[src/rtl/shift_deser_rx_if.sv]
// Handshake and serial-bus bundle between a serial bit source, the
// shift_deser_rx receiver and the consumer of its parallel words.
interface shift_deser_rx_if #(
  parameter int WIDTH = 4
);
  logic             ser_in;
  logic             ser_valid;
  logic             frame_start;
  logic             dir;
  logic             out_ready;
  logic             clr_err;
  logic [WIDTH-1:0] p_out;
  logic             p_valid;
  logic             busy;
  logic             overrun;
  logic             frame_err;

  modport master (
    output ser_in, ser_valid, frame_start, dir, out_ready, clr_err,
    input  p_out, p_valid, busy, overrun, frame_err
  );

  modport slave (
    input  ser_in, ser_valid, frame_start, dir, out_ready, clr_err,
    output p_out, p_valid, busy, overrun, frame_err
  );
endinterface

[src/rtl/shift_deser_rx.sv]
// Serial-to-parallel receiver: assembles WIDTH-bit words MSB- or LSB-first and
// hands them to a double-buffered valid/ready output with sticky error flags.
module shift_deser_rx #(
  parameter int WIDTH = 4,
  parameter int CNT_W = 3
) (
  input  logic             clk,
  input  logic             rst_n,
  shift_deser_rx_if.slave  bus
);

  localparam logic [0:0] IDLE  = 1'b0;
  localparam logic [0:0] SHIFT = 1'b1;

  logic [0:0]       state_q, state_d;
  logic [CNT_W-1:0] cnt_q, cnt_d;
  logic [WIDTH-1:0] sreg_q, sreg_d;
  logic             dir_q, dir_d;
  logic [WIDTH-1:0] pout_q, pout_d;
  logic             pvalid_q, pvalid_d;
  logic             overrun_q, overrun_d;
  logic             ferr_q, ferr_d;

  logic             startBit;
  logic             shiftBit;
  logic             lastBit;
  logic             wordDone;
  logic             overrunSet;
  logic             ferrSet;
  logic [WIDTH-1:0] shifted;
  logic [WIDTH-1:0] firstWord;

  always_comb begin
    startBit  = bus.ser_valid & bus.frame_start;
    shiftBit  = bus.ser_valid & ~bus.frame_start & (state_q == SHIFT);
    lastBit   = (cnt_q == CNT_W'(WIDTH - 1));
    shifted   = dir_q ? {bus.ser_in, sreg_q[WIDTH-1:1]}
                      : {sreg_q[WIDTH-2:0], bus.ser_in};
    // The first bit sits at the fill end so WIDTH-1 later shifts carry it home.
    firstWord = bus.dir ? {bus.ser_in, {(WIDTH-1){1'b0}}}
                        : {{(WIDTH-1){1'b0}}, bus.ser_in};
  end

  always_comb begin
    state_d  = state_q;
    cnt_d    = cnt_q;
    sreg_d   = sreg_q;
    dir_d    = dir_q;
    wordDone = 1'b0;
    ferrSet  = 1'b0;
    if (startBit) begin
      ferrSet = (state_q == SHIFT);
      sreg_d  = firstWord;
      dir_d   = bus.dir;
      cnt_d   = CNT_W'(1);
      state_d = SHIFT;
    end else if (shiftBit) begin
      sreg_d = shifted;
      if (lastBit) begin
        wordDone = 1'b1;
        cnt_d    = '0;
        state_d  = IDLE;
      end else begin
        cnt_d = cnt_q + CNT_W'(1);
      end
    end
  end

  // A finished word may replace the held one only if that one leaves this cycle.
  always_comb begin
    pout_d     = pout_q;
    pvalid_d   = pvalid_q;
    overrunSet = 1'b0;
    if (wordDone) begin
      if (!pvalid_q || bus.out_ready) begin
        pout_d   = shifted;
        pvalid_d = 1'b1;
      end else begin
        overrunSet = 1'b1;
      end
    end else if (pvalid_q && bus.out_ready) begin
      pvalid_d = 1'b0;
    end
    overrun_d = overrunSet | (overrun_q & ~bus.clr_err);
    ferr_d    = ferrSet    | (ferr_q    & ~bus.clr_err);
  end

  always_ff @(posedge clk or negedge rst_n) begin
    if (!rst_n) begin
      state_q   <= IDLE;
      cnt_q     <= '0;
      sreg_q    <= '0;
      dir_q     <= 1'b0;
      pout_q    <= '0;
      pvalid_q  <= 1'b0;
      overrun_q <= 1'b0;
      ferr_q    <= 1'b0;
    end else begin
      state_q   <= state_d;
      cnt_q     <= cnt_d;
      sreg_q    <= sreg_d;
      dir_q     <= dir_d;
      pout_q    <= pout_d;
      pvalid_q  <= pvalid_d;
      overrun_q <= overrun_d;
      ferr_q    <= ferr_d;
    end
  end

  assign bus.p_out     = pout_q;
  assign bus.p_valid   = pvalid_q;
  assign bus.busy      = (state_q == SHIFT);
  assign bus.overrun   = overrun_q;
  assign bus.frame_err = ferr_q;

endmodule

[src/flat_wrapper.sv]
// flat-port wrapper written by rule: the top's interface ports become plain ports
module shift_deser_rx_flat 
#(
  parameter int WIDTH = 4,
  parameter int CNT_W = 3
)
  (clk, rst_n, bus_ser_in, bus_ser_valid, bus_frame_start, bus_dir, bus_out_ready, bus_clr_err, bus_p_out, bus_p_valid, bus_busy, bus_overrun, bus_frame_err);
  shift_deser_rx_if #(.WIDTH(WIDTH)) bus_i ();
  input  logic clk;
  input  logic rst_n;
  input wire logic [$bits(bus_i.ser_in)-1:0] bus_ser_in;
  input wire logic [$bits(bus_i.ser_valid)-1:0] bus_ser_valid;
  input wire logic [$bits(bus_i.frame_start)-1:0] bus_frame_start;
  input wire logic [$bits(bus_i.dir)-1:0] bus_dir;
  input wire logic [$bits(bus_i.out_ready)-1:0] bus_out_ready;
  input wire logic [$bits(bus_i.clr_err)-1:0] bus_clr_err;
  output wire logic [$bits(bus_i.p_out)-1:0] bus_p_out;
  output wire logic [$bits(bus_i.p_valid)-1:0] bus_p_valid;
  output wire logic [$bits(bus_i.busy)-1:0] bus_busy;
  output wire logic [$bits(bus_i.overrun)-1:0] bus_overrun;
  output wire logic [$bits(bus_i.frame_err)-1:0] bus_frame_err;
  assign bus_i.ser_in = bus_ser_in;
  assign bus_i.ser_valid = bus_ser_valid;
  assign bus_i.frame_start = bus_frame_start;
  assign bus_i.dir = bus_dir;
  assign bus_i.out_ready = bus_out_ready;
  assign bus_i.clr_err = bus_clr_err;
  assign bus_p_out = bus_i.p_out;
  assign bus_p_valid = bus_i.p_valid;
  assign bus_busy = bus_i.busy;
  assign bus_overrun = bus_i.overrun;
  assign bus_frame_err = bus_i.frame_err;
  shift_deser_rx #(.WIDTH(WIDTH), .CNT_W(CNT_W)) u_core (.clk(clk), .rst_n(rst_n), .bus(bus_i));
endmodule
[config.mk]
export PLATFORM = sky130hd
export DESIGN_NAME = shift_deser_rx_flat
export DESIGN_NICKNAME = d
export VERILOG_FILES = /design/src/rtl/shift_deser_rx_if.sv /design/src/rtl/shift_deser_rx.sv /design/src/flat_wrapper.sv
export SDC_FILE = /design/constraint.sdc
export NUM_CORES = 1
export LEC_CHECK = 0
export BUFFER_PORTS_ARGS = -buffer_cell sky130_fd_sc_hd__buf_4
export CAP_MARGIN = 20
export CORE_MARGIN = 2
export CORE_UTILIZATION = 55
export DETAILED_ROUTE_END_ITERATION = 10
export PLACE_DENSITY = 0.8
export SLEW_MARGIN = 10
export SYNTH_ARGS = -nofsm -noshare
export SYNTH_HDL_FRONTEND = slang
export SYNTH_SLANG_ARGS = --single-unit
[constraint.sdc]
create_clock -name clk -period 4.2 [get_ports clk]
set_clock_uncertainty 0.2 [all_clocks]
set_input_delay 0.63 -clock clk [delete_from_list [all_inputs] [get_ports clk]]
set_output_delay 0.63 -clock clk [all_outputs]
set_load 0.05 [all_outputs]
Word-level counts from Yosys, hierarchy flattened --
Cells that the tools add are included.
Operators by class: add/subtract/negate cells 1, equality and inequality tests 2, multiplexer cells 19, bitwise operators 9, reduce and logical (&&, ||, !) cells 9
Operators with widths (number):
- 4-bit two-way mux | 4
- 1-bit two-way mux | 12
- 3-bit two-way mux | 3
- 2-bit AND reduction | 3
- 2-bit nonzero test | 3
- 1-bit bitwise AND | 5
- 3-bit by 1-bit adder with 3-bit output, second input constant | 1
- 3-bit by 2-bit equality test with 1-bit output, second input constant | 1
- 2-bit inequality test, second input constant | 1
- 1-bit NOT | 2
- 1-bit OR | 2
- 1-bit logical AND | 1
- 1-bit zero test | 1
- 1-bit logical OR | 1
Storage, ports and cells: register bits 16, logic and storage cells 48

Depth between registers and ports, before layout --
Gate-level depths: netlist of the first run.
word-level depth 7, mapped depth 5, mapped depth without buffers 4

Least setup slack after synthesis of the first run --
OpenSTA, ideal clock, no wires.
path type reg2reg, from reg u_core.state_q (netlist: u_core.bus.busy), to reg u_core.pout_q[2] (netlist: u_core.bus.p_out[2]), arrival 1573 ps, data required time 3875 ps, slack 2302 ps, cell stages (with the launch flop) 6, buffers on the path 2, cell sequence dfrtp_1 > buf_6 > and3b_4 > and3_4 > buf_6 > mux2_4
Between the ends: word-level cells in the longest chain between the ends 4
RTL lines:
- from (decl) | line shift_deser_rx.sv:15 | logic [0:0] state_q, state_d;
- from (signal assigned) | line shift_deser_rx.sv:99 | state_q <= state_d;
- 1-bit bitwise AND | line shift_deser_rx.sv:35 | shiftBit = bus.ser_valid & ~bus.frame_start & (state_q == SHIFT);
- 1-bit two-way mux | line shift_deser_rx.sv:57 | end else if (shiftBit) begin
- 1-bit two-way mux | line shift_deser_rx.sv:51 | if (startBit) begin
- 2-bit AND reduction (no line)
- to (signal assigned) | line shift_deser_rx.sv:103 | pout_q <= pout_d;
- to (decl) | line shift_deser_rx.sv:19 | logic [WIDTH-1:0] pout_q, pout_d;
Every way passes these cells. A chain may end at the register's enable or synchronous reset.

Worst setup path after layout of the first run --
from reg u_core.state_q (netlist: u_core.bus.busy), to out bus_busy
RTL lines:
- to (decl) | line flat_wrapper.sv:19 | output wire logic [$bits(bus_i.busy)-1:0] bus_busy;
No word-level cell between the ends.

==> results.yml, run 1 <==
place:
  dp.cells: 100
  dpl.hpwl_mm: 1.017
  port_buffers: 15
  place_ws_ns: 2.264
  placed_cell_area_um2: 875.8
  gp_congestion: 0.8101
clocking:
  h-tree-depth: 1
  cts-root-buf: "clkbuf_4"
  clock-sinks: 16
  clk_path_buf_depth: 2
  post_cts_buffers: 0
  cts_tree: "done"
  cts_buffers: 3
  clk_latency_ns: 0.28
  clk_pin_slew_ns: 0.08
hold_path:
  hold_class: "flop to flop"
yosys:
  yosys_warnings: 0
  ys.flop_type: "dfrtp_1"
  ys_top_cells_by_area: "dfrtp_1 (51%), o21ai_0 (7.0%), mux2i_1 (5.1%)"
  ys_ff_latch: 16
  ys_types: 25
  syn_inst: 75
  ys_seq_area_share_pct: 50.96
  synthTopCellsByCount: "dfrtp_1 (16), o21ai_0 (11), inv_1 (8), nand2_1 (8), mux2i_1 (4)"
  syn_nets: 84
  synth-edff-count: 0
  netlist.area_leader.share_pct: 50.96
  postSynthAreaPerCell_um2: 10.48
  yosysMostFrequentCell: "dfrtp_1"
  async_flop_share_pct: 100.0
  synth_area_um2: 785.8
  synth_area_leader_cell: "dfrtp_1"
setup_path:
  crit_chain: "buf_4"
  crit_family: "flip-flops"
  critPathKind: "flop to output pin"
  cp_max_fo: 11
  end_kind: "output pin"
  crit_buf_inv: 1
  start_kind: "flop"
  slowest_delay_ns: 0.52
  crit_arrival_ns: 1.06
  required_ns: 3.37
  slowest_stage: "dfrtp_1"
  rrSetupSlack_ns: 2.56
grt:
  grt_max_degree: 17
  antenna_found_initial: 0
  grt_pass1_wl_mm: 2.187
  overflow: 0
  grt_usage_pct: 16.24
  grt_pass1_vias: 531
sta:
  fmax_ghz: 0.5286
  finalSetupViolCount: 0
  slew_headroom_pct: 80.28
  maxSlewViolCount: 0
  finalCritPeriodShare_pct: 45.04
  min_period_ns: 1.892
  rsz0062_at_grt: "no"
  tightest_slew_ns: 0.2958
  timing.final.ws_setup_ns: 2.308
  setup_tns_ns: 0
  hold_viol_final: 0
power:
  power_density_mw_per_mm2: 607.9
  max-vdd-ir-drop_mv: 0.2613
  p_leak_uw: 0.0004457
final_layout:
  diodes: 0
  final_cells: 104
  fillers: 104
  finalInstanceArea_um2: 908.4
  utilization_pct: 68.95
  drive_gt1_share_pct: 28.09
  area_growth_pct: 15.61
  nets: 100
detailed_routing:
  viasPerCell: 5.558
  drt-initial-drc-count: 18
  wl_per_cell_um: 12.71
  dr.pass1.iters: 4
  drc: 0
  antenna_left: 0
  vias: 578
  wirelength_mm: 1.322
floorplan:
  core_area_mm2: 0.001318
  die_area_mm2: 0.001747
  pin_count: 16
  fp-row-count: 13
  fp.dieW_um: 41.80
  dieHeight_um: 41.80
  start_util_pct: 59.64
outcome:
  run_status: "completed"
run:
  maxCapViolations: 0
cell usage in the layout, fill, tap and decap left out, types with 2 or more instances in the layout:
cell | synthesis | final
dfrtp_1 | 16 | 16
buf_4 | 0 | 15
o21ai_0 | 11 | 11
inv_1 | 8 | 8
nand2_1 | 8 | 8
mux2i_1 | 4 | 4
nand3_1 | 3 | 3
clkbuf_4 | 0 | 3
nand2b_1 | 2 | 2
mux2_2 | 2 | 2
mux2_4 | 2 | 2
layer usage:
metal | vias up | wire length (um) | global-route usage (%)
met5 | - | 0 | 0
met4 | 0 | 25 | 7.742
met3 | 4 | 74 | 2.609
met2 | 19 | 621 | 25.94
met1 | 269 | 600 | 21.41
li1 | 286 | - | -
registers in the layout (all words and copies together) (netlist names):
register              count
u_core.bus.p_out          4
u_core.bus.busy           1
u_core.bus.overrun        1
u_core.bus.p_valid        1
u_core.cnt_q              3
u_core.bus.frame_err      1
u_core.sreg_q             4
u_core.dir_q              1
what timing repair did:
item / CTS / global route
hold buffers: 1 / 0
resized for setup: 0 / 0
hold endpoints to repair: 16 / 0
power by group:
group	total, uW	leakage, uW	internal [uW]	switching (uW)
sequential	232	0.000204	197	35.2
clock	76.5	0.0000138	33.3	43.2
combinational	244	0.000228	88.9	155
kinds of logic after synthesis:
| logic type | Yosys count | share of synthesized area (%) |
|---|---|---|
| buffers and inverters | 13 | 9.077 |
| adder cells (fa/ha/maj) | 1 | 1.592 |
| AND/OR/NAND/NOR | 19 | 13.22 |
| flip-flops | 16 | 50.95 |
| multiplexers | 8 | 11.78 |
| AO/OA/AOI/OAI | 18 | 13.38 |
worst paths after layout:
path	from	to	depth (start not counted)
min in group asynchronous	rst_n	u_core.bus.overrun$_DFF_PN0_	2
setup reg to reg	u_core.cnt_q[0]$_DFFE_PN0P_	u_core.bus.p_out[3]$_DFFE_PN0P_	4
setup / recovery	u_core.bus.busy$_DFFE_PN0P_	bus_busy	1
hold / removal	u_core.cnt_q[0]$_DFFE_PN0P_	u_core.cnt_q[0]$_DFFE_PN0P_	2
hold reg to reg	u_core.cnt_q[0]$_DFFE_PN0P_	u_core.cnt_q[0]$_DFFE_PN0P_	2
max in group asynchronous	rst_n	u_core.sreg_q[1]$_DFFE_PN0P_	2
per-stage QoR:
step           power (uW)  hold WS [ns]
3_3_place_gp        474.6        0.2942
6_report            552.2        0.3210
5_1_grt             584.5        0.3214
3_5_place_dp        480.0        0.2950
4_1_cts             556.5        0.3242
2_1_floorplan       417.1        0.1344
cell type report:
cell class	count	area [um2]	area share (%)
flip-flops and latches	16	400.4	44.08
multi-input cells	46	314.1	34.57
repair buffers	16	122.6	13.50
inverters	8	30.03	3.306
clock buffers	3	22.52	2.479
well taps	15	18.77	2.066
Power figures use the tool's default switching activity.
==> run 2: changes to the inputs <==
CORE_UTILIZATION = 46   (was 55)
PLACE_DENSITY = 0.71   (was 0.8)
clock period = 1.7 ns   (was 4.2 ns; I/O delays follow)
==> results.yml, run 2 (same netlist as run 1, synthesis figures left out) <==
outcome:
  run_status: "completed"
floorplan:
  fp-row-count: 14
  core_area_mm2: 0.001559
  die_area_mm2: 0.002055
  start_util_pct: 50.40
  pin_count: 16
  fp.dieW_um: 45.33
  dieHeight_um: 45.33
grt:
  met1_usage_pct: 19.80
  antenna_found_initial: 0
  use_met3_pct: 2.400
  grt-busiest-layer: "met2"
  grt_usage_pct: 16.51
  grt_pass1_vias: 578
  grt.met2_usage_pct: 30.00
  grt_max_degree: 17
  grt_pass1_wl_mm: 2.428
  overflow: 0
sta:
  rsz0062_at_grt: "no"
  tightest_slew_ns: 0.2437
  min_period_ns: 1.636
  slew_headroom_pct: 83.58
  holdWs_ns: 0.03227
  timing.final.ws_setup_ns: 0.06444
  finalSetupViolCount: 0
  fmax_ghz: 0.6114
  maxSlewViolCount: 0
  hold_viol_final: 0
  setup_tns_ns: 0
  finalCritPeriodShare_pct: 96.21
place:
  place_ws_ns: 0.09205
  dpl.hpwl_mm: 1.074
  port_buffers: 15
  gp_congestion: 0.7704
final_layout:
  fillers: 143
  final_cell_mix: "buf_4 (16), dfrtp_1 (15), o21ai_0 (11)"
  area_growth_pct: 19.90
  diodes: 0
  nets: 102
  drive_gt1_share_pct: 30.43
  final_common_cell: "buf_4"
setup_path:
  crit_arrival_ns: 1.60
  crit_family: "simple AND/OR/NAND/NOR gates"
  crit_buf_inv: 0
  critPathKind: "flop to flop"
  required_ns: 1.67
  slowest_delay_ns: 0.39
  end_kind: "flop"
  cp_max_fo: 4
  crit_chain: "ha_1 > nor2b_1 > and3_4 > mux2_4"
  start_kind: "flop"
  slowest_stage: "dfrtp_1"
clocking:
  clk_path_buf_depth: 2
  clk_latency_ns: 0.28
  cts_buffers: 3
  clk_pin_slew_ns: 0.10
  cts-root-buf: "clkbuf_4"
  clock-sinks: 16
  h-tree-depth: 1
  cts_tree: "done"
detailed_routing:
  dr.pass1.iters: 2
  vias: 574
  drt-initial-drc-count: 12
  wl_per_cell_um: 13.55
  antenna_left: 0
  viasPerCell: 5.315
  wirelength_mm: 1.463
  drc: 0
power:
  power_density_mw_per_mm2: 1538
  p_leak_uw: 0.0004609
  max-vdd-ir-drop_mv: 0.6164
run:
  maxCapViolations: 0
hold_path:
  hold_class: "primary input to flop"
## run 2: changes by cell type in the layout (fill, tap and decap cells not counted), sizes merged
cell | before | now
dlygate4sd3 | 1 | 2
buf | 15 | 16
clkbuf | 3 | 4
## run 2: worst register-to-register path, stage by stage, from the launching register on
cell	delay, ns
dfrtp_1	0.39
ha_1	0.20
nor2b_1	0.18
and3_4	0.25
mux2_4	0.30
## run 2: routing by layer
metal | routed length (um) | vias up
li1 | - | 287
met1 | 685 | 272
met2 | 716 | 11
met3 | 45 | 4
met4 | 16 | 0
met5 | 0 | -
## run 2: timing repair
item,in CTS,in global routing
hold buffers,2,0
setup endpoints to repair,0,0
buffers inserted,0,0
gates resized for setup,0,0
endpoints found under the hold margin,18,0
## run 2: final timing paths
kind	startpoint	slack (ns)	depth (start not counted)	to
setup / recovery	u_core.cnt_q[0]$_DFFE_PN0P_	0.06	4	u_core.bus.p_out[3]$_DFFE_PN0P_
hold / removal	bus_frame_start	0.03	2	u_core.sreg_q[2]$_DFFE_PN0P_
setup reg to reg	u_core.cnt_q[0]$_DFFE_PN0P_	0.06	4	u_core.bus.p_out[3]$_DFFE_PN0P_
hold reg to reg	u_core.bus.p_out[2]$_DFFE_PN0P_	0.32	1	u_core.bus.p_out[2]$_DFFE_PN0P_
max in group asynchronous	rst_n	0.94	2	u_core.bus.busy$_DFFE_PN0P_
min in group asynchronous	rst_n	0.15	2	u_core.bus.overrun$_DFF_PN0_
## run 2: where the power goes
part           internal (uW)  leakage, uW  switching, uW
Sequential               488     0.000203           65.8
Combinational            234     0.000237            409
Clock                    130    0.0000210            122
## run 2: per-stage QoR
stage | util [%] | cell area (um2) | total power (uW) | std cells
2_1_floorplan | - | 787.0 | 1033 | 75
3_3_place_gp | 56.82 | 885.9 | 1190 | 102
3_5_place_dp | 56.82 | 885.9 | 1206 | 102
4_1_cts | 60.43 | 942.2 | 1459 | 108
5_1_grt | 60.43 | 942.2 | 1534 | 108
6_report | 60.43 | 942.2 | 1449 | 108
## run 2: layout make-up
cell class / instances / area, um2 / area share, %
clock buffers: 4 / 36.28 / 3.851
multi-input cells: 46 / 314.1 / 33.33
well taps: 16 / 20.02 / 2.125
inverters: 8 / 30.03 / 3.187
flip-flops and latches: 16 / 401.6 / 42.63
repair buffers: 18 / 140.1 / 14.87
==> run 3: changes to the inputs <==
BUFFER_PORTS_ARGS = not set   (was -buffer_cell sky130_fd_sc_hd__buf_4)
CORE_UTILIZATION = 53   (was 46)
DONT_BUFFER_PORTS = 1   (was not set)
==> results.yml, run 3 (same netlist as run 1, synthesis figures left out) <==
setup_path:
  crit_arrival_ns: 1.57
  required_ns: 1.68
  slowest_delay_ns: 0.38
  crit_chain: "ha_1 > nor2b_1 > and3_4 > mux2_4"
  slowest_stage: "dfrtp_1"
  end_kind: "flop"
  cp_max_fo: 4
  start_kind: "flop"
  critPathKind: "flop to flop"
floorplan:
  fp.dieW_um: 42.51
  die_area_mm2: 0.001807
  pin_count: 16
  fp-row-count: 13
  start_util_pct: 58.20
  core_area_mm2: 0.001350
  dieHeight_um: 42.51
grt:
  antenna_found_initial: 0
  grt_pass1_vias: 566
  grt_pass1_wl_mm: 2.580
  grt_usage_pct: 19.30
  grt_max_degree: 17
  overflow: 0
place:
  gp_congestion: 0.7934
  port_buffers: 0
  dpl.hpwl_um: 992.8
power:
  p_leak_uw: 0.0004134
  p_clk_share_pct: 18.3
  pwr-share-seq_pct: 54.4
  max-vdd-ir-drop_mv: 0.7064
  comb_power_share_pct: 27.3
  power_density_mw_per_mm2: 1540
  p_int_uw: 780.9
  switchingPower_uw: 579.3
  swShare_pct: 42.59
clocking:
  cts_buffers: 3
  clock-sinks: 16
  clk_pin_slew_ns: 0.09
  h-tree-depth: 1
  clk_latency_ns: 0.28
  clk_path_buf_depth: 2
  cts_tree: "done"
  cts-root-buf: "clkbuf_4"
detailed_routing:
  dr.pass1.iters: 4
  viasPerCell: 5.653
  antenna_left: 0
  wl_per_cell_um: 15.12
  drt-initial-drc-count: 20
  vias: 554
  drc: 0
  wirelength_mm: 1.482
outcome:
  run_status: "completed"
sta:
  setup_tns_ns: 0
  tightest_slew_ns: 0.7180
  maxSlewViolCount: 0
  finalSetupViolCount: 0
  rsz0062_at_grt: "no"
  min_period_ns: 1.597
  fmax_ghz: 0.6262
  hold_viol_final: 0
  holdWs_ns: 0.004682
  slew_headroom_pct: 51.98
  finalCritPeriodShare_pct: 93.94
hold_path:
  hold_class: "primary input to flop"
final_layout:
  final_common_cell: "dfrtp_1"
  diodes: 0
  area_growth_pct: 12.42
  nets: 93
  drive_gt1_share_pct: 18.07
  final_cell_mix: "dfrtp_1 (15), o21ai_0 (11), inv_1 (8), nand2_1 (8), dlygate4sd3_1 (6)"
  utilization_pct: 65.43
run:
  maxCapViolations: 0
==> run 3: cell count changes in the layout (fill, tap and decap cells not counted), sizes merged <==
cell	delta
dlygate4sd3	+4
buf	-13
==> run 3: through the flow <==
step                setup slack (ns)  total power [uW]  std cells  instance area [um2]
floorplan                   -0.05328              1033         75                787.0
CTS                           0.1055              1366         98                883.3
global route                 0.03299              1443         98                883.3
finish                        0.1030              1360         98                883.3
global placement              0.1405              1084         88                787.0
detailed placement            0.1227              1094         88                787.0
==> run 3: final cells by class <==
| cell class | count | area (um2) |
|---|---|---|
| Fill cell | 110 | 466.7 |
| Multi-Input combinational cell | 46 | 314.1 |
| Timing Repair Buffer | 9 | 82.58 |
| Clock buffer | 4 | 36.28 |
| Tap cell | 15 | 18.77 |
| Sequential cell | 16 | 401.6 |
| Inverter | 8 | 30.03 |
==> run 3: power by group through the flow <==
stage / clock network [uW] / logic [uW] / registers, uW
finish: 249 / 371 / 740
global route: 277 / 410 / 756
CTS: 256 / 370 / 741
detailed placement: 0 / 346 / 748
global placement: 0 / 338 / 746
floorplan: 0 / 251 / 781
==> run 3: critical path: cells and delay by family, from the launching register on <==
family / cells / cell delay, ns
flip-flops: 1 / 0.38
adder cells (fa/ha/maj): 1 / 0.19
AND/OR/NAND/NOR: 2 / 0.42
multiplexers: 1 / 0.30
==> run 3: metal layers <==
layer / up-vias / track usage, % / routed length [um]
li1: 272 / - / -
met1: 256 / 26.16 / 709
met2: 20 / 27.69 / 661
met3: 6 / 3.879 / 65
met4: 0 / 12.50 / 46
met5: - / 0 / 0
==> run 3: path summary, 6_finish.rpt <==
| kind | slack, ns | cells past startpoint | end | from |
|---|---|---|---|---|
| setup / recovery | 0.10 | 4 | u_core.bus.p_out[3]$_DFFE_PN0P_ | u_core.cnt_q[0]$_DFFE_PN0P_ |
| hold / removal | 0.005 | 2 | u_core.sreg_q[3]$_DFFE_PN0P_ | bus_ser_in |
| setup reg to reg | 0.10 | 4 | u_core.bus.p_out[3]$_DFFE_PN0P_ | u_core.cnt_q[0]$_DFFE_PN0P_ |
| hold reg to reg | 0.32 | 1 | u_core.cnt_q[2]$_DFFE_PN0P_ | u_core.cnt_q[2]$_DFFE_PN0P_ |
| max in group asynchronous | 0.55 | 1 | u_core.bus.busy$_DFFE_PN0P_ | rst_n |
| min in group asynchronous | 0.26 | 1 | u_core.sreg_q[2]$_DFFE_PN0P_ | rst_n |
==> run 3: repair_timing <==
action                                 CTS  global route
endpoints found under the hold margin   28             0
hold buffers                             6             0
buffers inserted                         0             0
gates resized for setup                  0             0
